--- config.mk ---
export PLATFORM = sky130hd
export DESIGN_NAME = mc_port_arbiter_flat
export DESIGN_NICKNAME = d
export VERILOG_FILES = /design/src/rtl/mc_port_arbiter_if.sv /design/src/rtl/mc_port_arbiter.sv /design/src/flat_wrapper.sv
export SDC_FILE = /design/constraint.sdc
export NUM_CORES = 1
export LEC_CHECK = 0
export CAP_MARGIN = 20
export CORE_AREA = 5 5 408 410
export CTS_CLUSTER_SIZE = 14
export DETAILED_ROUTE_END_ITERATION = 7
export DIE_AREA = 0 0 413 415
export REMOVE_ABC_BUFFERS = 1
export SETUP_SLACK_MARGIN = 0.1
export SYNTH_ARGS = -nofsm -noshare
export SYNTH_HDL_FRONTEND = slang
export SYNTH_SLANG_ARGS = --single-unit
--- constraint.sdc ---
create_clock -name clk -period 3.3 [get_ports clk]
set_clock_uncertainty 0.15 [all_clocks]
set_input_delay 0.66 -clock clk [delete_from_list [all_inputs] [get_ports clk]]
set_output_delay 0.66 -clock clk [all_outputs]
set_load 0.01 [all_outputs]
--- src/rtl/mc_port_arbiter_if.sv ---
// Bundled requester-side and memory-controller-side signals of the MC port arbiter.
// The arbiter binds the slave modport; requesters and the MC model bind master.
interface mc_port_arbiter_if #(
   parameter int NUM_REQ         = 4,
   parameter int MC_RTNCTL_WIDTH = 32
);
   localparam int IDX_W = $clog2(NUM_REQ);
   localparam int RW    = MC_RTNCTL_WIDTH - IDX_W;

   // Handshake rule on every channel: a transfer happens in a cycle where vld=1
   // and the matching stall=0; while stalled the source holds all fields stable.
   logic [NUM_REQ-1:0]         req_rq_vld;
   logic [3*NUM_REQ-1:0]       req_rq_cmd;
   logic [4*NUM_REQ-1:0]       req_rq_scmd;
   logic [48*NUM_REQ-1:0]      req_rq_vadr;
   logic [2*NUM_REQ-1:0]       req_rq_size;
   logic [RW*NUM_REQ-1:0]      req_rq_rtnctl;
   logic [64*NUM_REQ-1:0]      req_rq_data;
   logic [NUM_REQ-1:0]         req_rq_stall;

   logic [NUM_REQ-1:0]         req_rs_vld;
   logic [2:0]                 req_rs_cmd;
   logic [3:0]                 req_rs_scmd;
   logic [RW-1:0]              req_rs_rtnctl;
   logic [63:0]                req_rs_data;
   logic [NUM_REQ-1:0]         req_rs_stall;

   logic                       mc_rq_vld;
   logic [2:0]                 mc_rq_cmd;
   logic [3:0]                 mc_rq_scmd;
   logic [47:0]                mc_rq_vadr;
   logic [1:0]                 mc_rq_size;
   logic [MC_RTNCTL_WIDTH-1:0] mc_rq_rtnctl;
   logic [63:0]                mc_rq_data;
   logic                       mc_rq_flush;
   logic                       mc_rq_stall;

   logic                       mc_rs_vld;
   logic [2:0]                 mc_rs_cmd;
   logic [3:0]                 mc_rs_scmd;
   logic [MC_RTNCTL_WIDTH-1:0] mc_rs_rtnctl;
   logic [63:0]                mc_rs_data;
   logic                       mc_rs_stall;

   logic [63:0]                conf_cnt;

   modport slave (
      input  req_rq_vld, req_rq_cmd, req_rq_scmd, req_rq_vadr, req_rq_size,
             req_rq_rtnctl, req_rq_data, req_rs_stall, mc_rq_stall,
             mc_rs_vld, mc_rs_cmd, mc_rs_scmd, mc_rs_rtnctl, mc_rs_data,
      output req_rq_stall, req_rs_vld, req_rs_cmd, req_rs_scmd, req_rs_rtnctl,
             req_rs_data, mc_rq_vld, mc_rq_cmd, mc_rq_scmd, mc_rq_vadr,
             mc_rq_size, mc_rq_rtnctl, mc_rq_data, mc_rq_flush, mc_rs_stall,
             conf_cnt
   );

   modport master (
      output req_rq_vld, req_rq_cmd, req_rq_scmd, req_rq_vadr, req_rq_size,
             req_rq_rtnctl, req_rq_data, req_rs_stall, mc_rq_stall,
             mc_rs_vld, mc_rs_cmd, mc_rs_scmd, mc_rs_rtnctl, mc_rs_data,
      input  req_rq_stall, req_rs_vld, req_rs_cmd, req_rs_scmd, req_rs_rtnctl,
             req_rs_data, mc_rq_vld, mc_rq_cmd, mc_rq_scmd, mc_rq_vadr,
             mc_rq_size, mc_rq_rtnctl, mc_rq_data, mc_rq_flush, mc_rs_stall,
             conf_cnt
   );
endinterface

--- src/rtl/mc_port_arbiter.sv ---
// Round-robin sharing of one memory-controller port among NUM_REQ requesters,
// with requester-index tagging of rtnctl, response routing and outstanding limits.
module mc_port_arbiter #(
   parameter int NUM_REQ         = 4,
   parameter int MC_RTNCTL_WIDTH = 32,
   parameter int MAX_OUTST       = 8
) (
   input logic              clk,
   input logic              rst_n,
   mc_port_arbiter_if.slave bus
);
   localparam int IDX_W = $clog2(NUM_REQ);
   localparam int RW    = MC_RTNCTL_WIDTH - IDX_W;
   localparam int CW    = 4;
   localparam int PW    = $clog2(NUM_REQ + 1);
   localparam logic [CW-1:0] MAX_Q = CW'(MAX_OUTST);

   logic [CW-1:0]              outst_q [NUM_REQ];
   logic [CW-1:0]              outst_d [NUM_REQ];
   logic [IDX_W-1:0]           ptr_q, ptr_d;
   logic [63:0]                conf_q, conf_d;

   logic                       o_vld_q, o_vld_d;
   logic [2:0]                 o_cmd_q, o_cmd_d;
   logic [3:0]                 o_scmd_q, o_scmd_d;
   logic [47:0]                o_vadr_q, o_vadr_d;
   logic [1:0]                 o_size_q, o_size_d;
   logic [MC_RTNCTL_WIDTH-1:0] o_rtnctl_q, o_rtnctl_d;
   logic [63:0]                o_data_q, o_data_d;

   logic                       can_load, found, grant, conflict;
   logic                       rs_acc, rs_tag_stall;
   logic [NUM_REQ-1:0]         eligible, gnt_oh, rs_oh;
   logic [IDX_W-1:0]           gnt_idx, rs_tag;
   logic [31:0]                gi;
   logic [PW-1:0]              vld_cnt;

   // ---------------- request arbitration ----------------
   assign can_load = !o_vld_q || !bus.mc_rq_stall;

   // An at-limit requester is skipped, using the registered count only.
   always_comb begin
      for (int i = 0; i < NUM_REQ; i++) begin
         eligible[i] = bus.req_rq_vld[i] && (outst_q[i] < MAX_Q);
      end
   end

   always_comb begin : rr_pick
      logic [IDX_W-1:0] cand;
      found   = 1'b0;
      gnt_idx = '0;
      cand    = '0;
      for (int k = 0; k < NUM_REQ; k++) begin
         cand = ptr_q + IDX_W'(k);
         if (!found && eligible[cand]) begin
            found   = 1'b1;
            gnt_idx = cand;
         end
      end
   end

   // No grant may escape while reset is asserted, so stalls read all ones.
   assign grant  = rst_n && can_load && found;
   assign gnt_oh = grant ? (NUM_REQ'(1) << gnt_idx) : '0;
   assign gi     = 32'(gnt_idx);
   assign bus.req_rq_stall = ~gnt_oh;

   always_comb begin
      vld_cnt = '0;
      for (int i = 0; i < NUM_REQ; i++) begin
         vld_cnt = vld_cnt + PW'(bus.req_rq_vld[i]);
      end
   end

   assign conflict = can_load && (vld_cnt >= PW'(2));
   assign conf_d   = conflict ? conf_q + 64'd1 : conf_q;
   assign ptr_d    = grant ? gnt_idx + IDX_W'(1) : ptr_q;

   // ---------------- output register ----------------
   always_comb begin
      o_vld_d    = o_vld_q;
      o_cmd_d    = o_cmd_q;
      o_scmd_d   = o_scmd_q;
      o_vadr_d   = o_vadr_q;
      o_size_d   = o_size_q;
      o_rtnctl_d = o_rtnctl_q;
      o_data_d   = o_data_q;
      if (can_load) begin
         o_vld_d = grant;
         if (grant) begin
            o_cmd_d    = bus.req_rq_cmd[gi*3 +: 3];
            o_scmd_d   = bus.req_rq_scmd[gi*4 +: 4];
            o_vadr_d   = bus.req_rq_vadr[gi*48 +: 48];
            o_size_d   = bus.req_rq_size[gi*2 +: 2];
            o_rtnctl_d = {gnt_idx, bus.req_rq_rtnctl[gi*RW +: RW]};
            o_data_d   = bus.req_rq_data[gi*64 +: 64];
         end
      end
   end

   assign bus.mc_rq_vld    = o_vld_q;
   assign bus.mc_rq_cmd    = o_cmd_q;
   assign bus.mc_rq_scmd   = o_scmd_q;
   assign bus.mc_rq_vadr   = o_vadr_q;
   assign bus.mc_rq_size   = o_size_q;
   assign bus.mc_rq_rtnctl = o_rtnctl_q;
   assign bus.mc_rq_data   = o_data_q;
   assign bus.mc_rq_flush  = 1'b0;
   assign bus.conf_cnt     = conf_q;

   // ---------------- response routing ----------------
   assign rs_tag        = bus.mc_rs_rtnctl[MC_RTNCTL_WIDTH-1 -: IDX_W];
   assign rs_tag_stall  = bus.req_rs_stall[rs_tag];
   assign rs_acc        = bus.mc_rs_vld && !rs_tag_stall;
   assign rs_oh         = rs_acc ? (NUM_REQ'(1) << rs_tag) : '0;

   assign bus.req_rs_vld    = rs_oh;
   assign bus.mc_rs_stall   = bus.mc_rs_vld && rs_tag_stall;
   assign bus.req_rs_cmd    = bus.mc_rs_cmd;
   assign bus.req_rs_scmd   = bus.mc_rs_scmd;
   assign bus.req_rs_rtnctl = bus.mc_rs_rtnctl[RW-1:0];
   assign bus.req_rs_data   = bus.mc_rs_data;

   // Grant and response to the same requester cancel; a stray response saturates at 0.
   always_comb begin
      for (int i = 0; i < NUM_REQ; i++) begin
         outst_d[i] = outst_q[i];
         unique case ({gnt_oh[i], rs_oh[i] && (outst_q[i] != '0)})
            2'b10:   outst_d[i] = outst_q[i] + CW'(1);
            2'b01:   outst_d[i] = outst_q[i] - CW'(1);
            default: outst_d[i] = outst_q[i];
         endcase
      end
   end

   always_ff @(posedge clk or negedge rst_n) begin
      if (!rst_n) begin
         for (int i = 0; i < NUM_REQ; i++) outst_q[i] <= '0;
         ptr_q      <= '0;
         conf_q     <= '0;
         o_vld_q    <= 1'b0;
         o_cmd_q    <= '0;
         o_scmd_q   <= '0;
         o_vadr_q   <= '0;
         o_size_q   <= '0;
         o_rtnctl_q <= '0;
         o_data_q   <= '0;
      end else begin
         for (int i = 0; i < NUM_REQ; i++) outst_q[i] <= outst_d[i];
         ptr_q      <= ptr_d;
         conf_q     <= conf_d;
         o_vld_q    <= o_vld_d;
         o_cmd_q    <= o_cmd_d;
         o_scmd_q   <= o_scmd_d;
         o_vadr_q   <= o_vadr_d;
         o_size_q   <= o_size_d;
         o_rtnctl_q <= o_rtnctl_d;
         o_data_q   <= o_data_d;
      end
   end
endmodule

--- src/flat_wrapper.sv ---
// flat-port wrapper written by rule: the top's interface ports become plain ports
module mc_port_arbiter_flat 
#(
   parameter int NUM_REQ         = 4,
   parameter int MC_RTNCTL_WIDTH = 32,
   parameter int MAX_OUTST       = 8
)
  (clk, rst_n, bus_req_rq_vld, bus_req_rq_cmd, bus_req_rq_scmd, bus_req_rq_vadr, bus_req_rq_size, bus_req_rq_rtnctl, bus_req_rq_data, bus_req_rs_stall, bus_mc_rq_stall, bus_mc_rs_vld, bus_mc_rs_cmd, bus_mc_rs_scmd, bus_mc_rs_rtnctl, bus_mc_rs_data, bus_req_rq_stall, bus_req_rs_vld, bus_req_rs_cmd, bus_req_rs_scmd, bus_req_rs_rtnctl, bus_req_rs_data, bus_mc_rq_vld, bus_mc_rq_cmd, bus_mc_rq_scmd, bus_mc_rq_vadr, bus_mc_rq_size, bus_mc_rq_rtnctl, bus_mc_rq_data, bus_mc_rq_flush, bus_mc_rs_stall, bus_conf_cnt);
  mc_port_arbiter_if #(.NUM_REQ(NUM_REQ), .MC_RTNCTL_WIDTH(MC_RTNCTL_WIDTH)) bus_i ();
  input logic clk;
  input logic rst_n;
  input wire logic [$bits(bus_i.req_rq_vld)-1:0] bus_req_rq_vld;
  input wire logic [$bits(bus_i.req_rq_cmd)-1:0] bus_req_rq_cmd;
  input wire logic [$bits(bus_i.req_rq_scmd)-1:0] bus_req_rq_scmd;
  input wire logic [$bits(bus_i.req_rq_vadr)-1:0] bus_req_rq_vadr;
  input wire logic [$bits(bus_i.req_rq_size)-1:0] bus_req_rq_size;
  input wire logic [$bits(bus_i.req_rq_rtnctl)-1:0] bus_req_rq_rtnctl;
  input wire logic [$bits(bus_i.req_rq_data)-1:0] bus_req_rq_data;
  input wire logic [$bits(bus_i.req_rs_stall)-1:0] bus_req_rs_stall;
  input wire logic [$bits(bus_i.mc_rq_stall)-1:0] bus_mc_rq_stall;
  input wire logic [$bits(bus_i.mc_rs_vld)-1:0] bus_mc_rs_vld;
  input wire logic [$bits(bus_i.mc_rs_cmd)-1:0] bus_mc_rs_cmd;
  input wire logic [$bits(bus_i.mc_rs_scmd)-1:0] bus_mc_rs_scmd;
  input wire logic [$bits(bus_i.mc_rs_rtnctl)-1:0] bus_mc_rs_rtnctl;
  input wire logic [$bits(bus_i.mc_rs_data)-1:0] bus_mc_rs_data;
  output wire logic [$bits(bus_i.req_rq_stall)-1:0] bus_req_rq_stall;
  output wire logic [$bits(bus_i.req_rs_vld)-1:0] bus_req_rs_vld;
  output wire logic [$bits(bus_i.req_rs_cmd)-1:0] bus_req_rs_cmd;
  output wire logic [$bits(bus_i.req_rs_scmd)-1:0] bus_req_rs_scmd;
  output wire logic [$bits(bus_i.req_rs_rtnctl)-1:0] bus_req_rs_rtnctl;
  output wire logic [$bits(bus_i.req_rs_data)-1:0] bus_req_rs_data;
  output wire logic [$bits(bus_i.mc_rq_vld)-1:0] bus_mc_rq_vld;
  output wire logic [$bits(bus_i.mc_rq_cmd)-1:0] bus_mc_rq_cmd;
  output wire logic [$bits(bus_i.mc_rq_scmd)-1:0] bus_mc_rq_scmd;
  output wire logic [$bits(bus_i.mc_rq_vadr)-1:0] bus_mc_rq_vadr;
  output wire logic [$bits(bus_i.mc_rq_size)-1:0] bus_mc_rq_size;
  output wire logic [$bits(bus_i.mc_rq_rtnctl)-1:0] bus_mc_rq_rtnctl;
  output wire logic [$bits(bus_i.mc_rq_data)-1:0] bus_mc_rq_data;
  output wire logic [$bits(bus_i.mc_rq_flush)-1:0] bus_mc_rq_flush;
  output wire logic [$bits(bus_i.mc_rs_stall)-1:0] bus_mc_rs_stall;
  output wire logic [$bits(bus_i.conf_cnt)-1:0] bus_conf_cnt;
  assign bus_i.req_rq_vld = bus_req_rq_vld;
  assign bus_i.req_rq_cmd = bus_req_rq_cmd;
  assign bus_i.req_rq_scmd = bus_req_rq_scmd;
  assign bus_i.req_rq_vadr = bus_req_rq_vadr;
  assign bus_i.req_rq_size = bus_req_rq_size;
  assign bus_i.req_rq_rtnctl = bus_req_rq_rtnctl;
  assign bus_i.req_rq_data = bus_req_rq_data;
  assign bus_i.req_rs_stall = bus_req_rs_stall;
  assign bus_i.mc_rq_stall = bus_mc_rq_stall;
  assign bus_i.mc_rs_vld = bus_mc_rs_vld;
  assign bus_i.mc_rs_cmd = bus_mc_rs_cmd;
  assign bus_i.mc_rs_scmd = bus_mc_rs_scmd;
  assign bus_i.mc_rs_rtnctl = bus_mc_rs_rtnctl;
  assign bus_i.mc_rs_data = bus_mc_rs_data;
  assign bus_req_rq_stall = bus_i.req_rq_stall;
  assign bus_req_rs_vld = bus_i.req_rs_vld;
  assign bus_req_rs_cmd = bus_i.req_rs_cmd;
  assign bus_req_rs_scmd = bus_i.req_rs_scmd;
  assign bus_req_rs_rtnctl = bus_i.req_rs_rtnctl;
  assign bus_req_rs_data = bus_i.req_rs_data;
  assign bus_mc_rq_vld = bus_i.mc_rq_vld;
  assign bus_mc_rq_cmd = bus_i.mc_rq_cmd;
  assign bus_mc_rq_scmd = bus_i.mc_rq_scmd;
  assign bus_mc_rq_vadr = bus_i.mc_rq_vadr;
  assign bus_mc_rq_size = bus_i.mc_rq_size;
  assign bus_mc_rq_rtnctl = bus_i.mc_rq_rtnctl;
  assign bus_mc_rq_data = bus_i.mc_rq_data;
  assign bus_mc_rq_flush = bus_i.mc_rq_flush;
  assign bus_mc_rs_stall = bus_i.mc_rs_stall;
  assign bus_conf_cnt = bus_i.conf_cnt;
  mc_port_arbiter #(.NUM_REQ(NUM_REQ), .MC_RTNCTL_WIDTH(MC_RTNCTL_WIDTH), .MAX_OUTST(MAX_OUTST)) u_core (.clk(clk), .rst_n(rst_n), .bus(bus_i));
endmodule
# After elaboration in Yosys (flattened, before gate mapping)
# Index checks and enable logic that the tools add are counted.
# W data, S select, Z words.
dict set report word_totals {
  regBits 236
  in_bits 719
  output_inout_bits 329
  word_cells 115
}
dict set report classes {
  add_sub_neg 16
  n_mul 3
  magnitude_cmp 10
  eq_ne 8
  shifts 8
  n_mux 24
  bitwise 1
  reduce_logical 32
}
# cell count
set op_table {}
lappend op_table {{$shiftx A256 B9 Y64} 1}
lappend op_table {{$shiftx A192 B33 Y48} 1}
lappend op_table {{$shiftx A120 B33 Y30} 1}
lappend op_table {{$add A64 B1 Y64 const B} 1}
lappend op_table {{$shiftx A12 B33 Y3} 1}
lappend op_table {{$pmux W4 S2} 4}
lappend op_table {{$add A4 B1 Y4 const B} 4}
lappend op_table {{$logic_and A1 B1 Y1} 16}
lappend op_table {{$lt A4 B4 Y1 const B} 4}
lappend op_table {{$reduce_bool A4 Y1} 4}
lappend op_table {{$shiftx A16 B5 Y4} 1}
lappend op_table {{$sub A4 B1 Y4 const B} 4}
lappend op_table {{$lt A2 B3 Y1 const B} 5}
lappend op_table {{$bmux W1 S2} 5}
lappend op_table {{$mux W1} 9}
lappend op_table {{$eq A2 B1 Y1 const B} 4}
lappend op_table {{$eq A2 B2 Y1 const B} 4}
lappend op_table {{$mul A2 B2 Y4 const B} 2}
lappend op_table {{$mux W2} 4}
lappend op_table {{$mux W4} 2}
lappend op_table {{$reduce_bool A2 Y1} 4}
lappend op_table {{$shiftx A8 B4 Y2} 1}
lappend op_table {{$shl A1 B2 Y4 const A} 2}
lappend op_table {{$add A3 B1 Y3} 2}
lappend op_table {{9 further kinds} 16}

# Depth between registers and ports, before layout
dict set report logic_depth {
  word_depth 18
  depth_mapped 16
  mapped_depth_nobuf 13
}

# Worst setup path before layout
# Ideal clock, no wire load.
dict set report synth_timing {
  path_type {input to register}
  startpoint {in bus_req_rq_vld[3]}
  endpoint {reg u_core.outst_q[3] in the netlist's numbering}
  setup_ns 0.125
  arrival_time_ns 3.295
  required_ns 3.025
  setup_slack_ns -0.271
  stages 16
  path_buffers 3
  cell_sequence {nor2b_1 o21ai_1 a22oi_1 buf_2 nand3_1 nor2_2 buf_2 buf_1 inv_1 ha_1 ha_1 a21o_1 a21oi_1 xnor2_1 nor2_1 xor2_1}
}
dict set report synth_between {
  elab_chain_cells 17
  elab_cells_between_ends 30
  classes_between {2 x eq/ne; 1 x shift; 18 x mux; 9 x reduce/logical}
}
# element line
set synth_lines {}
lappend synth_lines {{from (decl)} flat_wrapper.sv:12} ;# input wire logic [$bits(bus_i.req_rq_vld)-1:0] bus_req_rq_vld;
lappend synth_lines {{$logic_and A1 B1 Y1 *} mc_port_arbiter.sv:44} ;# eligible[i] = bus.req_rq_vld[i] && (outst_q[i] < MAX_Q);
lappend synth_lines {{$bmux W1 S2} mc_port_arbiter.sv:55} ;# if (!found && eligible[cand]) begin
lappend synth_lines {{$mux W1 (implied by the code)} mc_port_arbiter.sv:55}
lappend synth_lines {{$mux W1} mc_port_arbiter.sv:55}
lappend synth_lines {{$logic_not A1 Y1} mc_port_arbiter.sv:55}
lappend synth_lines {{$logic_and A1 B1 Y1} mc_port_arbiter.sv:55}
lappend synth_lines {{$mux W1} mc_port_arbiter.sv:55}
lappend synth_lines {{$logic_not A1 Y1} mc_port_arbiter.sv:55}
lappend synth_lines {{$logic_and A1 B1 Y1} mc_port_arbiter.sv:55}
lappend synth_lines {{$mux W1} mc_port_arbiter.sv:55}
lappend synth_lines {{$logic_not A1 Y1} mc_port_arbiter.sv:55}
lappend synth_lines {{$logic_and A1 B1 Y1} mc_port_arbiter.sv:55}
lappend synth_lines {{$mux W2 or $mux W1 (tied branches)} mc_port_arbiter.sv:55}
lappend synth_lines {{$shl A1 B2 Y4 or $logic_and A1 B1 Y1 (tied branches)} {mc_port_arbiter.sv:64, mc_port_arbiter.sv:63}}
lappend synth_lines {{$mux W4 *} mc_port_arbiter.sv:64} ;# assign gnt_oh = grant ? (NUM_REQ'(1) << gnt_idx) : '0;
lappend synth_lines {{$eq A2 B1 Y1 or $eq A2 B2 Y1 (tied branches)} mc_port_arbiter.sv:128} ;# unique case ({gnt_oh[i], rs_oh[i] && (outst_q[i] != '0)})
lappend synth_lines {{$pmux W4 S2 or $reduce_bool A2 Y1 (tied branches)} --}
lappend synth_lines {{to (decl)} mc_port_arbiter.sv:18} ;# logic [CW-1:0] outst_q [NUM_REQ];
# Mark *: on every way between the ends. The rest lies on a longest branch, timed or not. The select of a mux whose other input is x is not followed.
# A chain may end at the register's enable or synchronous reset.

# Worst setup path after layout
dict set report layout_timing {
  startpoint {in bus_req_rq_vld[3]}
  endpoint {out bus_req_rq_stall[2]}
}
dict set report layout_between {
  elab_chain_cells 16
  elab_cells_between_ends 27
  classes_between {1 x shift; 17 x mux; 1 x bitwise; 8 x reduce/logical}
}
# element line
set layout_lines {}
lappend layout_lines {{$logic_and A1 B1 Y1 *} mc_port_arbiter.sv:44}
lappend layout_lines {{$bmux W1 S2} mc_port_arbiter.sv:55}
lappend layout_lines {{$mux W1 (implied by the code)} mc_port_arbiter.sv:55}
lappend layout_lines {{$mux W1} mc_port_arbiter.sv:55}
lappend layout_lines {{$logic_not A1 Y1} mc_port_arbiter.sv:55}
lappend layout_lines {{$logic_and A1 B1 Y1} mc_port_arbiter.sv:55}
lappend layout_lines {{$mux W1} mc_port_arbiter.sv:55}
lappend layout_lines {{$logic_not A1 Y1} mc_port_arbiter.sv:55}
lappend layout_lines {{$logic_and A1 B1 Y1} mc_port_arbiter.sv:55}
lappend layout_lines {{$mux W1} mc_port_arbiter.sv:55}
lappend layout_lines {{$logic_not A1 Y1} mc_port_arbiter.sv:55}
lappend layout_lines {{$logic_and A1 B1 Y1} mc_port_arbiter.sv:55}
lappend layout_lines {{$mux W2 or $mux W1 (tied branches)} mc_port_arbiter.sv:55}
lappend layout_lines {{$shl A1 B2 Y4 or $logic_and A1 B1 Y1 (tied branches)} {mc_port_arbiter.sv:64, mc_port_arbiter.sv:63}}
lappend layout_lines {{$mux W4 *} mc_port_arbiter.sv:64}
lappend layout_lines {{$not A4 Y4 *} mc_port_arbiter.sv:66} ;# assign bus.req_rq_stall = ~gnt_oh;
lappend layout_lines {{to (decl)} flat_wrapper.sv:26} ;# output wire logic [$bits(bus_i.req_rq_stall)-1:0] bus_req_rq_stall;
# Marked as above.

==> insert_results.sql <==
INSERT INTO impl_metrics (metric_group, metric, value, unit) VALUES
('global_route', 'pin_count_of_the_biggest_net_entering_global_routing', '105', ''),
('yosys', 'synthTopCellsByCount', 'sky130_fd_sc_hd__nand2_1, sky130_fd_sc_hd__dfrtp_1, sky130_fd_sc_hd__a21oi_1', ''),
('yosys', 'seq_area_frac_synth', '0.4199', ''),
('layout', 'finalNonFillerCells', '4578', ''),
('drt', 'drc_errors', '0', ''),
('layout', 'fillCellCount', '18272', ''),
('place', 'post-place-ws', '-456.4', 'ps'),
('drt', 'routed_wire_per_std_cell', '30.32', 'um'),
('cts', 'worst_setup_hold_path_clk_slew', '70', 'ps'),
('place', 'globalplace.congestion', '0.8706', ''),
('place', 'detailedPlacementHpwl', '117100', 'um'),
('die', 'floorplan.io_pins', '1048', ''),
('yosys', 'syn_area', '14070', 'um2'),
('setup_path', 'setup.reg_to_reg.worst_slack', '240', 'ps'),
('cts', 'cts_root_buf', 'sky130_fd_sc_hd__clkbuf_16', ''),
('sta', 'clock.fmax', '0.3144', 'GHz'),
('die', 'core_region_area', '162000', 'um2'),
('setup_path', 'timing.critical_path.arrival', '2370', 'ps'),
('drt', 'drtAntennaViolNets', '0', ''),
('drt', 'initialDrtViolationCount', '1566', ''),
('run', 'max_cap_viol_count', '0', ''),
('die', 'die_x', '413', 'um'),
('yosys', 'async_flop_share', '1.000', ''),
('die', 'start_util', '0.08681', ''),
('outcome', 'outcome', 'finished clean', ''),
('cts', 'worst_skew_pair.late_latency', '670', 'ps'),
('yosys', 'synth_area_leaders', 'sky130_fd_sc_hd__dfrtp_1, sky130_fd_sc_hd__nand2_1, sky130_fd_sc_hd__mux2i_1, sky130_fd_sc_hd__a21oi_1, sky130_fd_sc_hd__buf_4', ''),
('setup_path', 'crit_fanout', '4', ''),
('yosys', 'synth_top_area_share', '0.4199', ''),
('yosys', 'ys.flop_type', 'sky130_fd_sc_hd__dfrtp_1', ''),
('yosys', 'number_of_distinct_library_cells_after_synthesis', '50', ''),
('cts', 'cts_inserted_buffers', '31', ''),
('place', 'placed_cells_incl_taps', '4512', ''),
('layout', 'area.sequential', '5909', 'um2'),
('sta', 'totalNegativeSetupSlack', '0', 'ps'),
('drt', 'dr.pass1.iters', '8', ''),
('die', 'placementRows', '148', ''),
('sta', 'final.setup.worst_slack', '119.1', 'ps'),
('sta', 'slew_violations', '0', ''),
('drt', 'drt-vias-per-instance', '3.608', ''),
('layout', 'nets', '3115', ''),
('sta', 'report.final.hold_viol_count', '0', ''),
('setup_path', 'critical_path.startpoint_type', 'input port', ''),
('global_route', 'grt_use_total', '0.1533', ''),
('die', 'floorplan.die_area', '171400', 'um2'),
('place', 'placedInstanceArea', '25200', 'um2'),
('setup_path', 'crit_end_category', 'output pin', ''),
('layout', 'drive_above_1_share', '0.09000', ''),
('yosys', 'postSynthAreaPerCell', '8.852', 'um2'),
('yosys', 'yosys_warnings', '0', ''),
('layout', 'final_cell_area', '26450', 'um2'),
('global_route', 'grt_pass1_wl', '172200', 'um'),
('yosys', 'synth_top_area_cell', 'sky130_fd_sc_hd__dfrtp_1', ''),
('die', 'die_h', '415', 'um'),
('cts', 'max-clock-path-buffers', '3', ''),
('drt', 'drt_wl_total', '138800', 'um'),
('place', 'number_of_buffers_inserted_by_port_buffering', '844', ''),
('sta', 'setup_repair_after_global_routing_missed_its_margin', 'no', ''),
('yosys', 'synth_edf_count', '0', ''),
('pwr', 'worst_ir_drop_vdd', '527.7', 'uV'),
('sta', 'final.period_utilization', '0.9639', ''),
('global_route', 'via_count_of_the_first_global_routing_pass', '16420', ''),
('sta', 'worstMarginPinSlew', '753.9', 'ps'),
('cts', 'htree_levels', '1', ''),
('cts', 'tritoncts_clock_tree', 'yes', ''),
('setup_path', 'kind_of_critical_path', 'input port to output pin', ''),
('drt', 'routed-via-count', '16518', ''),
('pwr', 'power.leakage', '10.87', 'nW'),
('sta', 'worst_slew_margin_rel', '0.4974', ''),
('yosys', 'yosysMostFrequentCell', 'sky130_fd_sc_hd__nand2_1', ''),
('yosys', 'ys_seq_elements', '236', ''),
('global_route', 'antenna_violations_before_repair', '37', ''),
('yosys', 'synthesis.instances', '1589', ''),
('worst_hold_path', 'min_path_type', 'input port to async pin', ''),
('global_route', 'globalRouteOverflowTotal', '0', ''),
('pwr', 'power_density', '709.0', 'nW/um2'),
('sta', 'setup-violations-final', '0', ''),
('layout', 'multi_input_comb_area', '6990', 'um2'),
('layout', 'area.growth.synth_to_final', '88.05', '%'),
('cts', 'numClockSinks', '236', ''),
('setup_path', 'critPathRequiredTime', '2490', 'ps'),
('sta', 'timing.final.crit_period', '3181', 'ps');
worst max-delay path, cell delays in order:
cell and delay [ps]:
sky130_fd_sc_hd__clkdlybuf4s50_1 500, sky130_fd_sc_hd__nor2b_4 180, sky130_fd_sc_hd__o21ai_1 90, sky130_fd_sc_hd__a22oi_2 280
sky130_fd_sc_hd__buf_4 160, sky130_fd_sc_hd__buf_4 100, sky130_fd_sc_hd__and3_4 180, sky130_fd_sc_hd__nand2_4 70
sky130_fd_sc_hd__buf_12 140
worst paths after layout:
check | cells after the start | to | start
min reg2reg | 1 | u_core.bus.mc_rq_data[57]$_DFFE_PN0P_ | u_core.bus.mc_rq_data[57]$_DFFE_PN0P_
max | 9 | bus_req_rq_stall[2] | bus_req_rq_vld[3]
max reg2reg | 14 | u_core.outst_q[7]$_DFFE_PN0P_ | u_core.outst_q[7]$_DFFE_PN0P_
min | 3 | u_core.bus.conf_cnt[31]$_DFFE_PN0P_ | rst_n
min in group clk | 1 | u_core.bus.mc_rq_data[57]$_DFFE_PN0P_ | u_core.bus.mc_rq_data[57]$_DFFE_PN0P_
max in group asynchronous | 3 | u_core.bus.mc_rq_data[61]$_DFFE_PN0P_ | rst_n
power by group:
group          leakage [nW]  switching [mW]  internal (mW)
registers              2.98           0.751           3.95
clock network         0.554            1.64           2.33
logic                  7.33            5.40           4.69
total                  10.9            7.78           11.0
through the flow:
| step | hold WS [ps] | total power [mW] | utilization |
|---|---|---|---|
| floorplan | 214.4 | 8.634 | - |
| global placement | 314.4 | 14.80 | 0.1555 |
| detailed placement | 325.2 | 14.90 | 0.1555 |
| CTS | 181.5 | 19.10 | 0.1629 |
| global route | 199.6 | 19.96 | 0.1632 |
| finish | 158.8 | 18.75 | 0.1633 |
final cells by class:
| class | instances | share of cell area |
|---|---|---|
| Timing Repair Buffer | 960 | 0.3633 |
| Multi-Input combinational cell | 1126 | 0.2643 |
| Sequential cell | 236 | 0.2234 |
| Tap cell | 2175 | 0.1029 |
| Clock buffer | 35 | 0.03103 |
| Clock inverter | 21 | 0.01173 |
| Inverter | 22 | 0.003122 |
| Antenna cell | 3 | 0.0002838 |
metal layers:
layer / vias to the layer above / global-route usage / share of wire
met5: - / 0.08423 / 0.015
li1: 7043 / - / -
met1: 8030 / 0.1429 / 0.32
met2: 1250 / 0.2253 / 0.41
met3: 169 / 0.1560 / 0.22
met4: 26 / 0.03970 / 0.031
what timing repair did:
action	CTS	global route
pin swaps	2	2
setup buffers	3	4
endpoints found under the setup margin	5	4
hold buffers	1	0
resized for setup	21	13
endpoints found under the hold margin	39	0
cell families after synthesis:
group | synth area share
buf+inv | 0.09073
mux | 0.05933
compound gates | 0.1945
xor+xnor | 0.04981
fa+ha+maj | 0.01904
simple gates | 0.1664
flops | 0.4199
other cells | 0.0002666
registers in the layout (all words and copies together) (netlist names):
register                 flops
u_core.bus.mc_rq_scmd        4
u_core.bus.mc_rq_vadr       48
u_core.outst_q              16
u_core.ptr_q                 2
u_core.bus.mc_rq_vld         1
u_core.bus.mc_rq_size        2
u_core.bus.mc_rq_data       64
u_core.bus.mc_rq_rtnctl     32
u_core.bus.conf_cnt         64
u_core.bus.mc_rq_cmd         3
cell usage in the layout (no fill, tap or decap), types with 3 or more instances in the layout:
cell / netlist / routed
sky130_fd_sc_hd__a21oi_1: 155 / 154
sky130_fd_sc_hd__clkinv_2: 0 / 8
sky130_fd_sc_hd__o21ai_1: 5 / 5
sky130_fd_sc_hd__nor2_1: 27 / 26
sky130_fd_sc_hd__ha_1: 15 / 15
sky130_fd_sc_hd__o41a_1: 4 / 4
sky130_fd_sc_hd__buf_4: 103 / 97
sky130_fd_sc_hd__and4_1: 5 / 5
sky130_fd_sc_hd__xor2_1: 34 / 34
sky130_fd_sc_hd__nand2b_4: 0 / 3
sky130_fd_sc_hd__mux2i_1: 80 / 80
sky130_fd_sc_hd__nor3_1: 9 / 9
sky130_fd_sc_hd__clkinvlp_4: 0 / 3
sky130_fd_sc_hd__dfrtp_2: 0 / 3
sky130_fd_sc_hd__a211o_1: 75 / 75
sky130_fd_sc_hd__dfrtp_1: 236 / 233
sky130_fd_sc_hd__o21ai_0: 80 / 80
sky130_fd_sc_hd__clkdlybuf4s50_1: 0 / 833
sky130_fd_sc_hd__and2_1: 6 / 6
sky130_fd_sc_hd__nand3_1: 23 / 21
sky130_fd_sc_hd__and3_1: 10 / 9
sky130_fd_sc_hd__clkbuf_8: 0 / 3
sky130_fd_sc_hd__bufinv_16: 0 / 7
sky130_fd_sc_hd__nor3_2: 6 / 6
sky130_fd_sc_hd__a21o_1: 5 / 5
sky130_fd_sc_hd__nand4_1: 15 / 15
sky130_fd_sc_hd__inv_1: 22 / 21
sky130_fd_sc_hd__fa_1: 4 / 4
sky130_fd_sc_hd__diode_2: 0 / 3
sky130_fd_sc_hd__a221o_1: 77 / 77
sky130_fd_sc_hd__clkbuf_16: 0 / 31
sky130_fd_sc_hd__nand3_4: 1 / 3
sky130_fd_sc_hd__buf_12: 0 / 24
sky130_fd_sc_hd__nand2_1: 415 / 413
sky130_fd_sc_hd__xnor2_1: 46 / 46
Power figures use the tool's default switching activity.
